[src/rtl/sd_pkg.sv]
// sd_pkg: definitions shared by the SPI-mode SD command engine.
// Contents: FSM state enum, command frame constants, common command indices,
// the CRC7 polynomial, and small helper functions used by the engine and CRC.
package sd_pkg;

  typedef enum logic [2:0] {
    ST_IDLE,
    ST_SEND,
    ST_WAIT,
    ST_RX,
    ST_TRAIL,
    ST_DONE
  } sd_state_e;

  // Command frame layout: {start, transmit, index[5:0], argument[31:0], crc7, end}
  localparam int   FRAME_BITS     = 48;
  // CRC7 covers the first 40 frame bits (start bit through argument LSB)
  localparam int   CRC_COVER_BITS = FRAME_BITS - 8;
  localparam logic START_BIT      = 1'b0;
  localparam logic TX_BIT         = 1'b1;
  localparam logic END_BIT        = 1'b1;

  localparam logic [5:0] CMD0   = 6'd0;
  localparam logic [5:0] CMD8   = 6'd8;
  localparam logic [5:0] CMD17  = 6'd17;
  localparam logic [5:0] CMD55  = 6'd55;
  localparam logic [5:0] ACMD41 = 6'd41;

  // x^7 + x^3 + 1
  localparam logic [6:0] CRC7_POLY = 7'h09;

  function automatic int max_int(input int a, input int b);
    return (a > b) ? a : b;
  endfunction

  // One serial CRC7 step, message bit entering at the top.
  function automatic logic [6:0] crc7_step(input logic [6:0] crc, input logic din);
    logic fb;
    fb = crc[6] ^ din;
    return {crc[5:0], 1'b0} ^ (fb ? CRC7_POLY : 7'h00);
  endfunction

endpackage

[src/rtl/crc7_serial.sv]
// crc7_serial: bit-serial CRC7 (x^7+x^3+1, initial value 0).
// Ports:
//   clk, rst   - clock and synchronous active-high reset
//   clear_i    - restart the CRC from zero
//   enable_i   - absorb bit_i this cycle; when clear_i is also high the bit is
//                absorbed into a fresh (zero) CRC so the first message bit
//                needs no separate clear cycle
//   bit_i      - message bit
//   crc_o      - current CRC value
module crc7_serial
  import sd_pkg::*;
(
  input  logic       clk,
  input  logic       rst,
  input  logic       clear_i,
  input  logic       enable_i,
  input  logic       bit_i,
  output logic [6:0] crc_o
);

  logic [6:0] crc_q;
  logic [6:0] crc_d;
  logic [6:0] crc_base;

  always_comb begin
    crc_base = clear_i ? 7'h00 : crc_q;
    crc_d    = crc_q;
    if (enable_i) begin
      crc_d = crc7_step(crc_base, bit_i);
    end else if (clear_i) begin
      crc_d = 7'h00;
    end
  end

  always_ff @(posedge clk) begin
    if (rst) begin
      crc_q <= 7'h00;
    end else begin
      crc_q <= crc_d;
    end
  end

  assign crc_o = crc_q;

endmodule

[src/rtl/sd_cmd_engine.sv]
// sd_cmd_engine: SPI-mode SD command engine.
// Sends one 48-bit command frame (CRC7 generated on the fly) on DI, one bit per
// clk, then hunts DO for the R1 start (first 0), captures R1 plus resp_len extra
// bytes, deasserts chip select for TRAIL_BITS cycles and pulses done.
// Ports:
//   clk, rst          - bit clock, synchronous active-high reset
//   start             - request, accepted only in IDLE
//   index, argument   - command index and argument
//   resp_len          - extra response bytes (clamped to RESP_EXTRA_MAX)
//   DO                - card data out (MISO)
//   DI, cs_n          - card data in (MOSI), chip select (active low)
//   busy, done        - transaction in progress, one-cycle completion pulse
//   timeout           - no response within NCR_BYTES bytes (valid with done)
//   resp_r1, resp_data- R1 byte and right-aligned extra bytes
module sd_cmd_engine
  import sd_pkg::*;
#(
  parameter int RESP_EXTRA_MAX = 4,
  parameter int NCR_BYTES      = 8,
  parameter int TRAIL_BITS     = 8
) (
  input  logic                          clk,
  input  logic                          rst,
  input  logic                          start,
  input  logic [5:0]                    index,
  input  logic [31:0]                   argument,
  input  logic [2:0]                    resp_len,
  input  logic                          DO,
  output logic                          DI,
  output logic                          cs_n,
  output logic                          busy,
  output logic                          done,
  output logic                          timeout,
  output logic [7:0]                    resp_r1,
  output logic [8*RESP_EXTRA_MAX-1:0]   resp_data
);

  localparam int DATA_W     = 8 * RESP_EXTRA_MAX;
  localparam int RX_BITS    = 8 + DATA_W;
  localparam int NCR_CYCLES = NCR_BYTES * 8;
  localparam int CNT_MAX    = max_int(max_int(FRAME_BITS, NCR_CYCLES),
                                      max_int(RX_BITS, TRAIL_BITS));
  localparam int CNT_W      = $clog2(CNT_MAX + 1);

  sd_state_e           state_q, state_d;
  logic [CNT_W-1:0]    cnt_q, cnt_d;
  logic [39:0]         tx_q, tx_d;
  logic [2:0]          len_q, len_d;
  // Holds everything but the last received bit; the final shift is taken
  // combinationally straight into the result registers.
  logic [RX_BITS-2:0]  rx_q, rx_d;
  logic                di_q, di_d;
  logic                cs_n_q, cs_n_d;
  logic                busy_q, busy_d;
  logic                done_q, done_d;
  logic                timeout_q, timeout_d;
  logic [7:0]          r1_q, r1_d;
  logic [DATA_W-1:0]   data_q, data_d;

  logic                crc_clr, crc_en, crc_bit;
  logic [6:0]          crc_val;

  logic [39:0]         frame_hi;
  logic [2:0]          len_clamped;
  logic [CNT_W-1:0]    cnt_inc;
  logic [CNT_W-1:0]    rx_total;
  logic [RX_BITS-1:0]  rx_shift;
  logic [DATA_W-1:0]   data_mask;

  assign frame_hi    = {START_BIT, TX_BIT, index, argument};
  assign len_clamped = (resp_len > 3'(RESP_EXTRA_MAX)) ? 3'(RESP_EXTRA_MAX) : resp_len;
  assign cnt_inc     = cnt_q + CNT_W'(1);
  assign rx_total    = CNT_W'(8) + CNT_W'({len_q, 3'b000});
  assign rx_shift    = {rx_q, DO};

  // Keep only the requested number of extra bytes; the rest read as zero.
  for (genvar gi = 0; gi < RESP_EXTRA_MAX; gi++) begin : g_mask
    assign data_mask[8*gi +: 8] = (3'(gi) < len_q) ? 8'hFF : 8'h00;
  end

  crc7_serial u_crc (
    .clk      (clk),
    .rst      (rst),
    .clear_i  (crc_clr),
    .enable_i (crc_en),
    .bit_i    (crc_bit),
    .crc_o    (crc_val)
  );

  always_comb begin
    state_d   = state_q;
    cnt_d     = cnt_q;
    tx_d      = tx_q;
    len_d     = len_q;
    rx_d      = rx_q;
    di_d      = di_q;
    cs_n_d    = cs_n_q;
    busy_d    = busy_q;
    done_d    = 1'b0;
    timeout_d = timeout_q;
    r1_d      = r1_q;
    data_d    = data_q;
    crc_clr   = 1'b0;
    crc_en    = 1'b0;
    crc_bit   = tx_q[39];

    unique case (state_q)
      ST_IDLE: begin
        if (start) begin
          state_d   = ST_SEND;
          cnt_d     = CNT_W'(1);
          // Frame bit 47 goes out immediately and is folded into a fresh CRC.
          di_d      = frame_hi[39];
          tx_d      = {frame_hi[38:0], 1'b0};
          len_d     = len_clamped;
          cs_n_d    = 1'b0;
          busy_d    = 1'b1;
          timeout_d = 1'b0;
          r1_d      = 8'hFF;
          data_d    = '0;
          crc_clr   = 1'b1;
          crc_en    = 1'b1;
          crc_bit   = frame_hi[39];
        end
      end

      // cnt_q = number of frame bits already on the wire.
      ST_SEND: begin
        if (cnt_q == CNT_W'(FRAME_BITS)) begin
          state_d = ST_WAIT;
          cnt_d   = '0;
          di_d    = 1'b1;
        end else begin
          cnt_d = cnt_inc;
          if (cnt_q == CNT_W'(CRC_COVER_BITS)) begin
            // CRC has absorbed bit 8 on the previous edge; reload the shifter
            // with the remaining CRC bits followed by the end bit.
            di_d = crc_val[6];
            tx_d = {crc_val[5:0], END_BIT, {33{1'b1}}};
          end else begin
            di_d = tx_q[39];
            tx_d = {tx_q[38:0], 1'b1};
            if (cnt_q < CNT_W'(CRC_COVER_BITS)) begin
              crc_en = 1'b1;
            end
          end
        end
      end

      ST_WAIT: begin
        if (!DO) begin
          // This zero is R1 bit 7.
          state_d = ST_RX;
          rx_d    = '0;
          cnt_d   = CNT_W'(1);
        end else if (cnt_q == CNT_W'(NCR_CYCLES - 1)) begin
          state_d   = ST_TRAIL;
          timeout_d = 1'b1;
          cs_n_d    = 1'b1;
          cnt_d     = '0;
        end else begin
          cnt_d = cnt_inc;
        end
      end

      ST_RX: begin
        rx_d  = rx_shift[RX_BITS-2:0];
        cnt_d = cnt_inc;
        if (cnt_inc == rx_total) begin
          r1_d    = rx_shift[{len_q, 3'b000} +: 8];
          data_d  = rx_shift[DATA_W-1:0] & data_mask;
          state_d = ST_TRAIL;
          cs_n_d  = 1'b1;
          cnt_d   = '0;
        end
      end

      ST_TRAIL: begin
        if (cnt_q == CNT_W'(TRAIL_BITS - 1)) begin
          state_d = ST_DONE;
          done_d  = 1'b1;
          busy_d  = 1'b0;
        end else begin
          cnt_d = cnt_inc;
        end
      end

      ST_DONE: begin
        state_d = ST_IDLE;
      end

      default: begin
        state_d = ST_IDLE;
      end
    endcase
  end

  always_ff @(posedge clk) begin
    if (rst) begin
      state_q   <= ST_IDLE;
      cnt_q     <= '0;
      tx_q      <= '0;
      len_q     <= '0;
      rx_q      <= '0;
      di_q      <= 1'b1;
      cs_n_q    <= 1'b1;
      busy_q    <= 1'b0;
      done_q    <= 1'b0;
      timeout_q <= 1'b0;
      r1_q      <= 8'hFF;
      data_q    <= '0;
    end else begin
      state_q   <= state_d;
      cnt_q     <= cnt_d;
      tx_q      <= tx_d;
      len_q     <= len_d;
      rx_q      <= rx_d;
      di_q      <= di_d;
      cs_n_q    <= cs_n_d;
      busy_q    <= busy_d;
      done_q    <= done_d;
      timeout_q <= timeout_d;
      r1_q      <= r1_d;
      data_q    <= data_d;
    end
  end

  assign DI        = di_q;
  assign cs_n      = cs_n_q;
  assign busy      = busy_q;
  assign done      = done_q;
  assign timeout   = timeout_q;
  assign resp_r1   = r1_q;
  assign resp_data = data_q;

endmodule

[config.mk]
export PLATFORM = sky130hd
export DESIGN_NAME = sd_cmd_engine
export DESIGN_NICKNAME = d
export VERILOG_FILES = /design/src/rtl/sd_pkg.sv /design/src/rtl/crc7_serial.sv /design/src/rtl/sd_cmd_engine.sv
export SDC_FILE = /design/constraint.sdc
export NUM_CORES = 1
export LEC_CHECK = 0
export CORE_UTILIZATION = 50
export CTS_CLUSTER_DIAMETER = 50
export CTS_CLUSTER_SIZE = 28
export DETAILED_ROUTE_END_ITERATION = 8
export PLACE_DENSITY = 0.75
export SYNTH_ARGS = -nofsm -noshare
export SYNTH_HDL_FRONTEND = slang
export SYNTH_SLANG_ARGS = --single-unit
[constraint.sdc]
create_clock -name clk -period 3 [get_ports clk]
set_input_delay 0.6 -clock clk [delete_from_list [all_inputs] [get_ports clk]]
set_output_delay 0.6 -clock clk [all_outputs]
set_load 0.05 [all_outputs]
==> metrics.txt <==
# TYPE chip_impl_metric gauge
chip_impl_info{name="status",value="completed"} 1
chip_impl_info{name="tritoncts",value="done"} 1
chip_impl_metric{name="worst-path-buf-inv",unit=""} 2
chip_impl_metric{name="coreArea",unit="µm²"} 12720
chip_impl_metric{name="totalWireLength",unit="µm"} 17330
chip_impl_metric{name="synth.distinct_cells",unit=""} 61
chip_impl_metric{name="row_count",unit=""} 41
chip_impl_metric{name="async_reset_ff_share",unit="%"} 0
chip_impl_metric{name="overflow",unit=""} 0
chip_impl_metric{name="final_core_util",unit="%"} 64.47
chip_impl_metric{name="area.growth.synth_to_final",unit="%"} 24.62
chip_impl_info{name="critical_path.endpoint_type",value="register"} 1
chip_impl_metric{name="post-cts-setup-buffer-count",unit=""} 0
chip_impl_metric{name="layout_cells_sized_above_1",unit="%"} 8.557
chip_impl_metric{name="drt-initial-drc-count",unit=""} 636
chip_impl_metric{name="finalCriticalPeriod",unit="ps"} 2561
chip_impl_metric{name="design.final.nets",unit=""} 854
chip_impl_metric{name="multiInputGateArea",unit="µm²"} 3366
chip_impl_metric{name="htreeDepth",unit=""} 4
chip_impl_info{name="rsz_0062_raised_after_global_routing",value="no"} 1
chip_impl_metric{name="tightest_slew",unit="ps"} 836.6
chip_impl_info{name="crit_type",value="reg2reg"} 1
chip_impl_metric{name="fin_crit_sh",unit="%"} 85.35
chip_impl_metric{name="grt.total_usage",unit="%"} 26.36
chip_impl_metric{name="global_route_wire_length_before_repair",unit="µm"} 27840
chip_impl_metric{name="synth_seq_area_share",unit="%"} 43.80
chip_impl_metric{name="crit_fanout",unit=""} 13
chip_impl_metric{name="synth_warnings",unit=""} 0
chip_impl_metric{name="drt_pass1_iterations",unit=""} 5
chip_impl_metric{name="relSlewSlack",unit="%"} 43.80
chip_impl_metric{name="leakage",unit="nW"} 2.772
chip_impl_metric{name="fill_cells",unit=""} 1078
chip_impl_info{name="path_delay_family",value="simple AND/OR/NAND/NOR gates"} 1
chip_impl_metric{name="pin_count_of_the_biggest_net_entering_global_routing",unit=""} 58
chip_impl_metric{name="die-area",unit="µm²"} 13630
chip_impl_metric{name="cts_resized",unit=""} 0
chip_impl_metric{name="syn_avg_cell_area",unit="µm²"} 8.810
chip_impl_info{name="ys_top_cells_by_area",value="sky130_fd_sc_hd__dfxtp_1 44%, sky130_fd_sc_hd__mux2i_1 5.3%, sky130_fd_sc_hd__nand4b_1 5.3%"} 1
chip_impl_metric{name="critical_path_required",unit="ps"} 3360
chip_impl_metric{name="drc_errors",unit=""} 0
chip_impl_metric{name="cts.sinks",unit=""} 144
chip_impl_metric{name="achievable-frequency",unit="MHz"} 390.5
chip_impl_info{name="setup.worst_path.start_class",value="register"} 1
chip_impl_metric{name="routabilityCongestion",unit=""} 0.8849
chip_impl_metric{name="tritoncts.num_buffers",unit=""} 17
chip_impl_metric{name="avgViaCountPerCell",unit=""} 6.075
chip_impl_metric{name="powerDensity",unit="nW/µm²"} 688.0
chip_impl_info{name="synth_ff_type",value="sky130_fd_sc_hd__dfxtp_1"} 1
chip_impl_info{name="cells_along_the_critical_path",value="inv_1 > ha_1 > or3b_4 > or3_1 > and2_4 > buf_4 > a21oi_4 > mux2_1 > nor2_1"} 1
chip_impl_metric{name="worst_path_arrival_time",unit="ps"} 2920
chip_impl_metric{name="synth-seq-cells",unit=""} 144
chip_impl_metric{name="hold-worst-slack",unit="ps"} 453.6
chip_impl_metric{name="synth_edf_count",unit=""} 0
chip_impl_metric{name="worst-r2r-setup-slack",unit="ps"} 440
chip_impl_metric{name="postSynthNetCount",unit=""} 796
chip_impl_metric{name="seq_area",unit="µm²"} 2883
chip_impl_metric{name="finalHoldViolations",unit=""} 0
chip_impl_metric{name="maxCapViolCount",unit=""} 0
chip_impl_metric{name="critPathMaxStageDelay",unit="ps"} 410
chip_impl_metric{name="setup_tns",unit="ps"} 0
chip_impl_metric{name="syn_area",unit="µm²"} 6581
chip_impl_metric{name="pin_count",unit=""} 90
chip_impl_info{name="yosysTopAreaCell",value="sky130_fd_sc_hd__dfxtp_1"} 1
chip_impl_metric{name="clock_insertion_delay_worst_skew",unit="ps"} 420
chip_impl_metric{name="finalMaxSlewViolations",unit=""} 0
chip_impl_metric{name="clock_tree.buffer_depth",unit=""} 2
chip_impl_metric{name="num_vias",unit=""} 6014
chip_impl_metric{name="floorplan.initialDensity",unit="%"} 51.73
chip_impl_metric{name="netlist_instances",unit=""} 747
chip_impl_metric{name="cts-hold-fix-buffers",unit=""} 0
chip_impl_metric{name="io_buffer_count",unit=""} 89
chip_impl_info{name="cts_root_buffer",value="sky130_fd_sc_hd__clkbuf_16"} 1
chip_impl_metric{name="dieWidth",unit="µm"} 116.7
chip_impl_metric{name="final.setup_skew",unit="ps"} 8.679
chip_impl_metric{name="wl_per_cell",unit="µm"} 17.51
chip_impl_metric{name="ant_nets",unit=""} 0
chip_impl_metric{name="max-vdd-ir-drop",unit="µV"} 583.0
chip_impl_metric{name="fp.dieH",unit="µm"} 116.7
chip_impl_metric{name="place_hpwl",unit="µm"} 11110
chip_impl_metric{name="synth_largest_type_area_fraction",unit="%"} 43.80
chip_impl_metric{name="grt_antenna_before_repair",unit=""} 0
chip_impl_metric{name="via_count_of_the_first_global_routing_pass",unit=""} 5671
chip_impl_info{name="holdCritPathClass",value="reg2reg"} 1
chip_impl_info{name="slowest_stage",value="sky130_fd_sc_hd__or3_1"} 1
chip_impl_metric{name="ant_cells",unit=""} 0
chip_impl_metric{name="path_clk_slew",unit="ps"} 60
chip_impl_metric{name="timing.final.setup_violations",unit=""} 0
[area by class of cell]
type                    instances  share of cell area, %
clock inverters                15                  2.838
well taps                     172                  2.624
repair buffers                111                  12.85
inverters                       7                 0.3204
multi-input cells             524                  41.04
clock buffers                  17                  5.187
flip-flops and latches        144                  35.15
[routing by layer]
| metal | global-route usage, % | vias up | wire length (µm) |
|---|---|---|---|
| met4 | 13.00 | 0 | 501 |
| met5 | 0 | - | 0 |
| met2 | 43.23 | 223 | 8501 |
| met3 | 5.449 | 36 | 936 |
| met1 | 33.03 | 2889 | 7391 |
| li1 | - | 2866 | - |
[per-stage QoR]
stage	power [W]	worst slack (ps)	cell area, µm²	cells
2_1_floorplan	0.003056	702.4	6581	747
3_3_place_gp	0.003281	270.7	7538	958
3_5_place_dp	0.003322	121.3	7538	958
4_1_cts	0.005654	92.70	8197	990
5_1_grt	0.005883	323.2	8202	990
6_report	0.005643	439.5	8202	990
[worst register-to-register path: cells and delay by family, from the launching register on]
kind | cells | cell delay [ps]
mux | 1 | 360
buf+inv | 2 | 260
compound gates | 1 | 310
flops | 1 | 360
fa+ha+maj | 1 | 120
simple gates | 4 | 1090
[placed cells by master, fill, tap and decap left out, drive strengths merged, types with 16 or more instances in the layout]
master,count
nor2,89
dfxtp,144
o221ai,40
a22oi,39
mux2i,35
nand4b,40
clkbuf,17
nand2,82
nor3,16
buf,23
a21oi,53
clkdlybuf4s50,88
o21ai,39
[cells in the mapped netlist (3+ instances only)]
cell type                   number
sky130_fd_sc_hd__xnor2_1         6
sky130_fd_sc_hd__ha_1            4
sky130_fd_sc_hd__o22a_1         12
sky130_fd_sc_hd__a2111oi_0       3
sky130_fd_sc_hd__mux2i_1        35
sky130_fd_sc_hd__or2_2           3
sky130_fd_sc_hd__and4_1          4
sky130_fd_sc_hd__nor3_1         15
sky130_fd_sc_hd__a21oi_1        52
sky130_fd_sc_hd__o2111ai_1       3
sky130_fd_sc_hd__buf_1           7
sky130_fd_sc_hd__buf_2          15
sky130_fd_sc_hd__o21ai_0        38
sky130_fd_sc_hd__nand2b_1        7
sky130_fd_sc_hd__inv_1           7
sky130_fd_sc_hd__buf_6           3
sky130_fd_sc_hd__clkbuf_1       47
sky130_fd_sc_hd__nor2_1         88
sky130_fd_sc_hd__dfxtp_1       144
sky130_fd_sc_hd__o221ai_1       40
sky130_fd_sc_hd__o211ai_1        5
sky130_fd_sc_hd__nand3_1         5
sky130_fd_sc_hd__nand4b_1       40
sky130_fd_sc_hd__a22oi_1        39
sky130_fd_sc_hd__nand2_1        82
[logic make-up after synthesis]
logic type      after synthesis  share of synthesized area [%]
xor+xnor                      9                          1.635
compound gates              210                          22.17
mux                          37                          5.837
buf+inv                      79                          5.133
simple gates                264                          20.67
fa+ha+maj                     4                         0.7605
flops                       144                          43.80
[worst paths after layout]
kind | start | to | cells past startpoint
min | tx_q[23] | tx_q[23] | 2
min reg2reg | tx_q[23] | tx_q[23] | 2
max | cnt_q[1] | u_crc.crc_o[0] | 9
max reg2reg | cnt_q[1] | u_crc.crc_o[0] | 9
[sequential cells by signal (all words and copies together) (netlist names)]
signal,cells
len_q,3
DI,1
cs_n,1
u_crc.crc_o,7
busy,1
timeout,1
resp_r1,8
resp_data,32
cnt_q,7
state_q,3
tx_q,40
rx_q,39
done,1
[report_power, final]
group          switching [W]  leakage, nW  internal (W)
logic               0.000700         1.28      0.000428
clock network       0.000844        0.318       0.00149
registers           0.000108         1.17       0.00208
total                0.00165         2.77       0.00399
No activity file was read; power rests on OpenSTA's default activity.
